`src/rtl/div_unit_pkg.sv`:
```
// div_defs: encodings shared by the divider and by the EX stage and stall
// controller that drive it.
//   div_state_e      : divider FSM states
//   DivResult*       : levels of ready_o
//   DivStart/DivStop : levels of start_i
//   ZeroWord/DoubleZero : 32-bit and 64-bit zero constants used by the HI/LO path
package div_defs;

  typedef enum logic [1:0] {
    DIV_FREE    = 2'd0,
    DIV_BY_ZERO = 2'd1,
    DIV_ON      = 2'd2,
    DIV_END     = 2'd3
  } div_state_e;

  localparam logic DivResultReady    = 1'b1;
  localparam logic DivResultNotReady = 1'b0;
  localparam logic DivStart          = 1'b1;
  localparam logic DivStop           = 1'b0;

  localparam logic [31:0] ZeroWord   = 32'h0000_0000;
  localparam logic [63:0] DoubleZero = 64'h0;

endpackage

```
`src/rtl/div_unit.sv`:
```
// div_unit: multi-cycle radix-2 restoring divider for DIV/DIVU.
//   clk, rst       : clock (rising edge), asynchronous active-high reset
//   signed_div_i   : 1 = signed DIV, 0 = unsigned DIVU
//   opdata1_i      : dividend, opdata2_i : divisor
//   start_i        : request, held high until ready_o is seen
//   annul_i        : cancel a pending or running division
//   result_o       : {remainder, quotient} (upper half to HI, lower to LO)
//   ready_o        : result_o valid
//
// Handshake: the requester raises start_i and holds it together with the
// operands' first value; the divider captures the operands on the edge that
// leaves DIV_FREE and ignores them afterwards. ready_o is held with result_o
// until start_i is seen low, after which both return to 0 on the next edge.
// A new division needs at least one cycle of start_i low in between.
module div_unit
  import div_defs::*;
#(
  parameter int DATA_W = 32,
  parameter int CNT_W  = 6
) (
  input  logic                  clk,
  input  logic                  rst,
  input  logic                  signed_div_i,
  input  logic [DATA_W-1:0]     opdata1_i,
  input  logic [DATA_W-1:0]     opdata2_i,
  input  logic                  start_i,
  input  logic                  annul_i,
  output logic [2*DATA_W-1:0]   result_o,
  output logic                  ready_o
);

  div_state_e              state;
  logic [CNT_W-1:0]        cnt;
  logic [2*DATA_W:0]       work;
  logic [DATA_W-1:0]       divisor_q;
  logic                    neg_q;
  logic                    neg_r;

  logic [DATA_W-1:0]       mag1;
  logic [DATA_W-1:0]       mag2;
  logic [DATA_W:0]         diff;
  logic [DATA_W-1:0]       fin_q;
  logic [DATA_W-1:0]       fin_r;

  always_comb begin
    mag1 = opdata1_i;
    mag2 = opdata2_i;
    if (signed_div_i && opdata1_i[DATA_W-1]) mag1 = -opdata1_i;
    if (signed_div_i && opdata2_i[DATA_W-1]) mag2 = -opdata2_i;

    // Trial subtraction one bit wider than the operands; the top bit is the
    // borrow that tells whether the partial remainder was smaller.
    diff = {1'b0, work[2*DATA_W-1:DATA_W]} - {1'b0, divisor_q};

    // After the last iteration the quotient sits in the low word and the
    // remainder one position above the high word (the final shift left it there).
    fin_q = work[DATA_W-1:0];
    fin_r = work[2*DATA_W:DATA_W+1];
    if (neg_q) fin_q = -work[DATA_W-1:0];
    if (neg_r) fin_r = -work[2*DATA_W:DATA_W+1];
  end

  always_ff @(posedge clk or posedge rst) begin
    if (rst) begin
      state     <= DIV_FREE;
      cnt       <= '0;
      work      <= '0;
      divisor_q <= '0;
      neg_q     <= 1'b0;
      neg_r     <= 1'b0;
      result_o  <= '0;
      ready_o   <= DivResultNotReady;
    end else begin
      case (state)
        DIV_FREE: begin
          result_o <= '0;
          ready_o  <= DivResultNotReady;
          if (start_i == DivStart && !annul_i) begin
            neg_q     <= signed_div_i & (opdata1_i[DATA_W-1] ^ opdata2_i[DATA_W-1]);
            neg_r     <= signed_div_i & opdata1_i[DATA_W-1];
            divisor_q <= mag2;
            cnt       <= '0;
            if (opdata2_i == '0) begin
              state <= DIV_BY_ZERO;
            end else begin
              // Dividend goes in one bit up so the first compare already sees
              // its MSB in the high word.
              work  <= {{DATA_W{1'b0}}, mag1, 1'b0};
              state <= DIV_ON;
            end
          end
        end

        DIV_BY_ZERO: begin
          if (annul_i) begin
            state <= DIV_FREE;
          end else begin
            state    <= DIV_END;
            result_o <= '0;
            ready_o  <= DivResultReady;
          end
        end

        DIV_ON: begin
          if (annul_i) begin
            state <= DIV_FREE;
            work  <= '0;
          end else if (cnt != CNT_W'(DATA_W)) begin
            if (diff[DATA_W]) begin
              work <= {work[2*DATA_W-1:0], 1'b0};
            end else begin
              work <= {diff[DATA_W-1:0], work[DATA_W-1:0], 1'b1};
            end
            cnt <= cnt + 1'b1;
          end else begin
            result_o <= {fin_r, fin_q};
            ready_o  <= DivResultReady;
            state    <= DIV_END;
          end
        end

        DIV_END: begin
          if (start_i == DivStop) begin
            state    <= DIV_FREE;
            result_o <= '0;
            ready_o  <= DivResultNotReady;
          end
        end

        default: state <= DIV_FREE;
      endcase
    end
  end

endmodule

```
`config.mk`:
```
export PLATFORM = sky130hd
export DESIGN_NAME = div_unit
export DESIGN_NICKNAME = d
export VERILOG_FILES = /design/src/rtl/div_unit_pkg.sv /design/src/rtl/div_unit.sv
export SDC_FILE = /design/constraint.sdc
export NUM_CORES = 1
export LEC_CHECK = 0
export ABC_AREA = 0
export BUFFER_PORTS_ARGS = -buffer_cell sky130_fd_sc_hd__buf_2
export CAP_MARGIN = 5
export CORE_MARGIN = 5
export CORE_UTILIZATION = 46
export CTS_CLUSTER_SIZE = 30
export DETAILED_ROUTE_END_ITERATION = 10
export PLACE_DENSITY_LB_ADDON = 0.15
export REMOVE_ABC_BUFFERS = 1
export SYNTH_ARGS = -nofsm -noshare
export SYNTH_HDL_FRONTEND = slang
export SYNTH_SLANG_ARGS = --single-unit
```
`constraint.sdc`:
```
create_clock -name clk -period 10.05 [get_ports clk]
set_input_delay 2.01 -clock clk [delete_from_list [all_inputs] [get_ports clk]]
set_output_delay 2.01 -clock clk [all_outputs]
set_load 0.03 [all_outputs]
```
* Word-level counts from Yosys, hierarchy flattened
Cells that the tools add are included.
** Storage, ports and cells
- Flip-flop bits (word level) :: 172
- Latch bits :: 0
- RAM bits :: 0
- Memory bits (read-only) :: 0
- Input bits :: 69
- Output and inout bits :: 65
- Word-level logic and storage cells :: 73
- Memories :: 0
** Cells by class
- $add $sub $neg :: 6
- Multiply operators :: 0
- Div/mod/pow operators :: 0
- Order comparisons :: 0
- Equality and inequality tests :: 13
- Shift-type cells :: 0
- Mux-type cells :: 31
- Bitwise logic cells :: 3
- Reductions and logical operators :: 12
** Operators with widths (number)
- $mux W65 :: 5
- $mux W64 :: 4
- $pmux W64 S4 :: 1
- $pmux W65 S2 :: 1
- $mux W32 :: 4
- $neg A32 Y32 :: 4
- $sub A32 B32 Y33 :: 1
- $logic_not A32 Y1 :: 1
- $mux W6 :: 3
- $ne A2 B2 Y1 const B :: 7
- $mux W2 :: 6
- $pmux W6 S2 :: 1
- $reduce_and A4 Y1 :: 3
- $pmux W2 S4 :: 1
- $add A6 B1 Y6 const B :: 1
- $ne A3 B3 Y1 const B :: 2
- $ne A6 B6 Y1 const B :: 1
- $eq A2 B2 Y1 const B :: 2
- $mux W1 :: 4
- $pmux W1 S4 :: 1
- $logic_and A1 B1 Y1 :: 3
- $reduce_and A3 Y1 :: 1
- $and A1 B1 Y1 :: 2
- $eq A2 B1 Y1 const B :: 1
- 5 further kinds :: 5

* Longest topological paths before layout
Gate-level depths: netlist of run 1.
- Word-level depth :: 5
- Depth in mapped cells :: 14
- Mapped depth without buffers :: 12

* Worst setup path after synthesis of run 1
OpenSTA, ideal clock, no wires.
- Path type :: input-to-reg
- From :: input port opdata2_i[6]
- To :: register work[51]
- Setup time :: 0.095 ns
- Arrival :: 4.244 ns
- Data required time :: 9.955 ns
- Path slack :: 5.711 ns
- Stages on the path :: 10
- Buffers on the path :: 2
- Cell sequence :: or4_1 or3_1 nor4_1 nand4b_1 nand2_1 a221o_1 clkbuf_1 clkbuf_1 nand2_1 o31ai_1
** On the way
- Longest elaborated chain between the ends :: 3
** RTL lines
- start: declaration :: line div_unit.sv:25 : input logic [DATA_W-1:0] opdata2_i,
- $logic_not A32 Y1 :: line div_unit.sv:83 : if (opdata2_i == '0) begin
- $ne A2 B2 Y1 (no source line)
- $reduce_and A4 Y1 (no source line)
- end signal: assignment :: line div_unit.sv:88 : work <= {{DATA_W{1'b0}}, mag1, 1'b0};
- end signal: assignment :: line div_unit.sv:110 : work <= {work[2*DATA_W-1:0], 1'b0};
- end signal: assignment :: line div_unit.sv:112 : work <= {diff[DATA_W-1:0], work[DATA_W-1:0], 1'b1};
- end: declaration :: line div_unit.sv:34 : logic [2*DATA_W:0] work;
Every way passes these cells.
A chain may end at the register's enable or synchronous reset.

* Worst setup path after layout of run 1
- From :: input port opdata2_i[6]
- To :: register work[61]
The elaborated chain is that of the path after synthesis.

==> flow_summary.ini, run 1 <==
[cts]
cts_setup_buffers = 0
cts_root_buf = clkbuf_16
clockBufferDepth = 2
cts_max_level = 4
cts-buffers-inserted = 17
clk_pin_slew_worst_paths_ns = 0.07
ctsResizeCount = 0
hold_buffers = 0
clock_sinks = 172
cts_tree = done
clk_latency_ns = 0.43

[drt]
wl_met3_microns = 993
routedLengthMet1_mm = 13.5
drt_iter0_drc = 675
drtPass1Iterations = 5
vias_per_cell = 5.47
drc_errors = 0
routed.top_layer = met4
wl_met2_mm = 13.1
via_count = 9688
postRouteAntennaNets = 0
routed_wl_mm = 28.0
avgRoutedWirePerCell_microns = 15.8

[timing]
period_needed_ns = 4.96
final.setup.worst_slack_ns = 5.09
fin_tns_setup_ns = 0
worst_pin_slew_ns = 1.15
fin_worst_skew_ns = 0.00775
fmax_mhz = 201
slew_violations = 0
hold_viol_final = 0
setup_violations = 0
rsz0062_at_grt = no
relSlewSlack = 0.230
finalCritPeriodShare = 0.494

[power]
p_per_area_nw_per_um2 = 220
p_leak_nw = 6.01
vdd_ir_drop_max_uv = 157
total_power_mw = 2.83

[logic_synthesis]
ys_warn_count = 0
synth_cells = 1340
synth_seq_cells = 172
yosysSeqAreaShare = 0.381
synth_top_area_cell = dfrtp_1
synth-edff-count = 0
synth.most_common_cell = nand2_1
synth_cell_type_count = 68
synthFlopType = dfrtp_1
avgSynthCellArea_sq_um = 8.43
ys_async_sr_fraction = 1.00
synth.cell_area_sq_um = 11300
yosys-top-cells-count = 214 x nand2_1, 199 x o21ai_0, 172 x dfrtp_1, 95 x xor2_1, 64 x inv_1
synth.area.top_cells = dfrtp_1 38%, o21ai_0 8.8%, xor2_1 7.4%
synth_top_area_frac = 0.381

[hold_path]
min_to = result_o[13]$_DFFE_PP0P_
worstHoldStart = result_o[13]$_DFFE_PP0P_
holdPathStages = 2
min_path_type = reg -> reg

[placed_design]
dp_hpwl_mm = 20.5
gp_congestion = 0.849
dp.cells = 1740
io_buffers = 133
place_ws_ns = 4.62
placed_area_sq_um = 12200

[grt]
antenna_found_initial = 0
grt_pass1_vias = 9201
grt_pass1_wl_mm = 47.4
globalRouteTotalUtil = 0.201
grt_max_degree = 105
grt.overflow.total = 0

[critical_path]
cp.arrival_ns = 5.28
timing.rr.end = work[59]$_DFFE_PP0P_
worstPathMaxFanout = 33
timing.rr.start = work[32]$_DFFE_PP0P_
r2r_slack_ns = 6.35
required_ns = 10.36
crit_type = in -> reg
critPathLaunchType = input port
end_kind = register
reg2reg_depth = 13

[final_layout]
final_cells = 1772
diodes = 0
fin_nets = 1548
final_cell_area_sq_um = 12800
fillers = 2335
area_growth_pct = 13.6
drive_gt1_frac = 0.137
seq_area_sq_um = 4300
multi_input_area_sq_um = 6540

[floorplanning]
io_pins = 134
die-area_sq_um = 27800
coreArea_sq_um = 24200
die_y_microns = 167
start_util = 0.466
rows = 57
dieWidth_microns = 167

[outcome]
status = complete, no violations

[run]
cap_violations = 0
-- power breakdown --
| part | internal (mW) | switching, mW |
|---|---|---|
| registers | 0.832 | 0.161 |
| logic | 0.422 | 0.725 |
| clock network | 0.395 | 0.294 |
-- registers in the layout (all words and copies together) (netlist names) --
register / cells
neg_q: 1
work: 65
cnt: 6
ready_o: 1
result_o: 64
state: 2
divisor_q: 32
neg_r: 1
-- kinds of logic (layout without fill, tap and decap cells) --
kind of cell	after synthesis	after routing	synth area share
compound gates	401	401	0.214
simple gates	419	419	0.174
fa+ha+maj	44	44	0.0494
buf+inv	131	239	0.0436
xor+xnor	140	140	0.108
flops	172	172	0.381
mux	33	33	0.0296
-- final cells by class --
cell class	count	area share
Sequential cell	172	0.335
Timing Repair Buffer	141	0.0565
Multi-Input combinational cell	1037	0.509
Tap cell	324	0.0316
Inverter	66	0.0197
Clock inverter	15	0.0145
Clock buffer	17	0.0331
-- worst max path at each step --
stage | start | end | slack [ns] | cells after the start
floorplan | rst | cnt[0]$_DFFE_PP0P_ | 3.38 | 1
global placement | opdata2_i[6] | work[61]$_DFFE_PP0P_ | 4.69 | 11
detailed placement | opdata2_i[6] | work[61]$_DFFE_PP0P_ | 4.62 | 11
CTS | opdata2_i[6] | work[61]$_DFFE_PP0P_ | 5.07 | 11
global route | opdata2_i[6] | work[47]$_DFFE_PP0P_ | 4.79 | 10
finish | opdata2_i[6] | work[61]$_DFFE_PP0P_ | 5.09 | 11
-- through the flow --
step / hold slack [ns] / utilization
floorplan: 0.449 / -
global placement: 0.457 / 0.504
detailed placement: 0.466 / 0.504
CTS: 0.480 / 0.530
global route: 0.496 / 0.530
finish: 0.471 / 0.530
-- metal layers --
layer | up-vias | GRT usage
met5 | - | 0
met1 | 4535 | 0.283
met3 | 26 | 0.0239
li1 | 4938 | -
met4 | 0 | 0.0598
met2 | 189 | 0.329
-- worst max-delay path, stage by stage --
cell       delay, ns
buf_2           0.13
or4_1           0.56
or3_1           0.40
nor4_1          0.32
nand4b_1        0.32
nand2_1         0.20
a221oi_2        0.07
buf_4           0.23
nand2_1         0.74
nand4bb_1       0.23
nand3_1         0.07
-- cells in the final DEF, fill, tap and decap left out, types with 4 or more instances in the layout --
| master | n |
|---|---|
| or3_1 | 12 |
| mux2i_1 | 30 |
| a211oi_1 | 5 |
| a31oi_1 | 13 |
| nor3_1 | 11 |
| ha_1 | 43 |
| o21ai_0 | 198 |
| nand2_1 | 213 |
| a21o_1 | 8 |
| or2_2 | 4 |
| xor2_1 | 95 |
| nand2b_1 | 10 |
| inv_6 | 5 |
| and2_1 | 6 |
| a22oi_1 | 11 |
| inv_1 | 63 |
| clkinvlp_4 | 4 |
| o41ai_1 | 19 |
| and3_1 | 10 |
| nand4_1 | 13 |
| a21oi_1 | 55 |
| nor4_1 | 14 |
| xnor2_1 | 45 |
| dfrtp_1 | 172 |
| clkbuf_16 | 17 |
| o211ai_1 | 11 |
| o21a_1 | 8 |
| nor2b_1 | 13 |
| buf_2 | 133 |
| buf_4 | 8 |
| o31ai_1 | 29 |
| nor2_1 | 62 |
| or4_1 | 11 |
| nand3_1 | 19 |
| o21ai_1 | 9 |
Power figures use the tool's default switching activity.
==> inputs of run 2 (changes only) <==
==> constraint.sdc (replaced) <==
create_clock -name clk -period 4.1 [get_ports clk]
set_input_delay 0.82 -clock clk [delete_from_list [all_inputs] [get_ports clk]]
set_output_delay 0.82 -clock clk [all_outputs]
set_load 0.03 [all_outputs]
==> flow_summary.ini, run 2 (synthesis results as in run 1) <==
[outcome]
status = complete, no violations

[final_layout]
top_regs = work: 65 flops, result_o: 64 flops, divisor_q: 32 flops
fillers = 2387
drive_gt1_frac = 0.140
area_growth_pct = 14.2
diodes = 0
final_common_cell = nand2_1
largest-register = work
fin_nets = 1554
most-common-layout-cells = 213 x nand2_1, 198 x o21ai_0, 172 x dfrtp_1
largest_register_ff_count = 65

[power]
clkPwrFrac = 0.234
vdd_ir_drop_max_uv = 386
p_seq_frac = 0.350
p_sw_frac = 0.419
power.switching_mw = 2.91
intPower_mw = 4.04
pwr-share-comb = 0.416
p_per_area_nw_per_um2 = 539
total_power_mw = 6.95
p_leak_nw = 6.06

[drt]
drt_iter0_drc = 542
routed_wl_mm = 28.3
vias_per_cell = 5.47
drtPass1Iterations = 4
avgRoutedWirePerCell_microns = 15.9
via_count = 9725
postRouteAntennaNets = 0
drc_errors = 0

[timing]
relSlewSlack = 0.295
worst_pin_slew_ns = 1.06
fmax_mhz = 291
holdWs_ns = 0.471
rsz0062_at_grt = no
slew_violations = 0
finalCritPeriodShare = 0.838
fin_worst_skew_ns = 0.00827
hold_viol_final = 0
setup_violations = 0
period_needed_ns = 3.44

[floorplanning]
die_y_microns = 167
dieWidth_microns = 167
start_util = 0.466
io_pins = 134
coreArea_sq_um = 24200
die-area_sq_um = 27800
rows = 57

[critical_path]
end_kind = register
critPathLaunchType = register
worstPathMaxFanout = 40
required_ns = 4.44
timing.rr.start = divisor_q[0]$_DFFE_PP0P_
startpoint = divisor_q[0]$_DFFE_PP0P_
crit_type = reg -> reg
cp.arrival_ns = 3.78

[placed_design]
gp_congestion = 0.869
dp_hpwl_mm = 21.0
io_buffers = 133

[cts]
hold_buffers = 0
clk_pin_slew_worst_paths_ns = 0.07
clk_latency_ns = 0.43
cts_tree = done
clock_sinks = 172
cts_root_buf = clkbuf_16
clockBufferDepth = 2
cts_max_level = 4
cts_setup_buffers = 0
ctsResizeCount = 0
cts-buffers-inserted = 17

[grt]
grt_pass1_vias = 9473
grt.overflow.total = 0
antenna_found_initial = 0
grt_max_degree = 95
grt_pass1_wl_mm = 47.8
globalRouteTotalUtil = 0.205

[hold_path]
worstHoldStart = result_o[47]$_DFFE_PP0P_
min_path_type = reg -> reg

[run]
cap_violations = 0
-- run 2: cell count changes in the layout (fill, tap and decap cells not counted) --
cell / before / now
buf_12: 0 / 4
buf_4: 8 / 10
clkinv_2: 1 / 3
clkinvlp_4: 4 / 2
inv_6: 5 / 3
bufinv_16: 3 / 2
clkbuf_1: 0 / 1
clkbuf_8: 0 / 1
clkinv_4: 3 / 4
-- run 2: per-layer routing --
layer	track usage	wire length [microns]	vias to the layer above
met5	0	0	-
met3	0.0301	1190	36
met2	0.327	12800	229
met1	0.287	13700	4510
met4	0.0679	618	0
li1	-	-	4950
-- run 2: area by class of cell --
| type | count | area, sq um | share of cell area |
|---|---|---|---|
| Multi-Input combinational cell | 1037 | 6540 | 0.507 |
| Sequential cell | 172 | 4300 | 0.333 |
| Timing Repair Buffer | 147 | 821 | 0.0636 |
| Clock buffer | 19 | 443 | 0.0343 |
| Tap cell | 324 | 405 | 0.0314 |
| Inverter | 66 | 253 | 0.0196 |
| Clock inverter | 13 | 143 | 0.0110 |
-- run 2: metrics by stage --
step	setup WS, ns	std cells	instance area (sq um)	TNS, ns	util
floorplan	-1.98	1275	11100	-410.21	-
global placement	0.450	1746	12300	0	0.508
detailed placement	0.363	1746	12300	0	0.508
CTS	0.680	1778	12900	0	0.533
global route	0.399	1778	12900	0	0.533
finish	0.665	1778	12900	0	0.533
-- run 2: worst paths after layout --
path / endpoint / slack, ns / cells past startpoint
max: work[33]$_DFFE_PP0P_ / 0.66 / 12
min: result_o[47]$_DFFE_PP0P_ / 0.47 / 2
max reg2reg: work[33]$_DFFE_PP0P_ / 0.66 / 12
min reg2reg: result_o[47]$_DFFE_PP0P_ / 0.47 / 2
max in group asynchronous: divisor_q[23]$_DFFE_PP0P_ / 2.60 / 3
min in group asynchronous: result_o[9]$_DFFE_PP0P_ / 0.55 / 2
-- run 2: worst max-delay path: stages, from the launching register on --
cell       delay [ns]
dfrtp_1          0.43
ha_1             0.21
fa_1             0.39
nand2b_1         0.19
a21o_1           0.18
a21oi_1          0.26
o2111ai_1        0.26
a2111o_1         0.46
a21oi_1          0.24
a211oi_4         0.08
buf_12           0.20
mux2_2           0.30
o22ai_1          0.12
-- run 2: power by group through the flow --
stage	sequential [mW]	clock (mW)	combinational, mW
2_1_floorplan	2.37	0	2.08
3_3_place_gp	2.45	0	2.87
3_5_place_dp	2.46	0	2.90
4_1_cts	2.43	1.65	2.91
5_1_grt	2.49	1.73	3.29
6_report	2.44	1.63	2.89
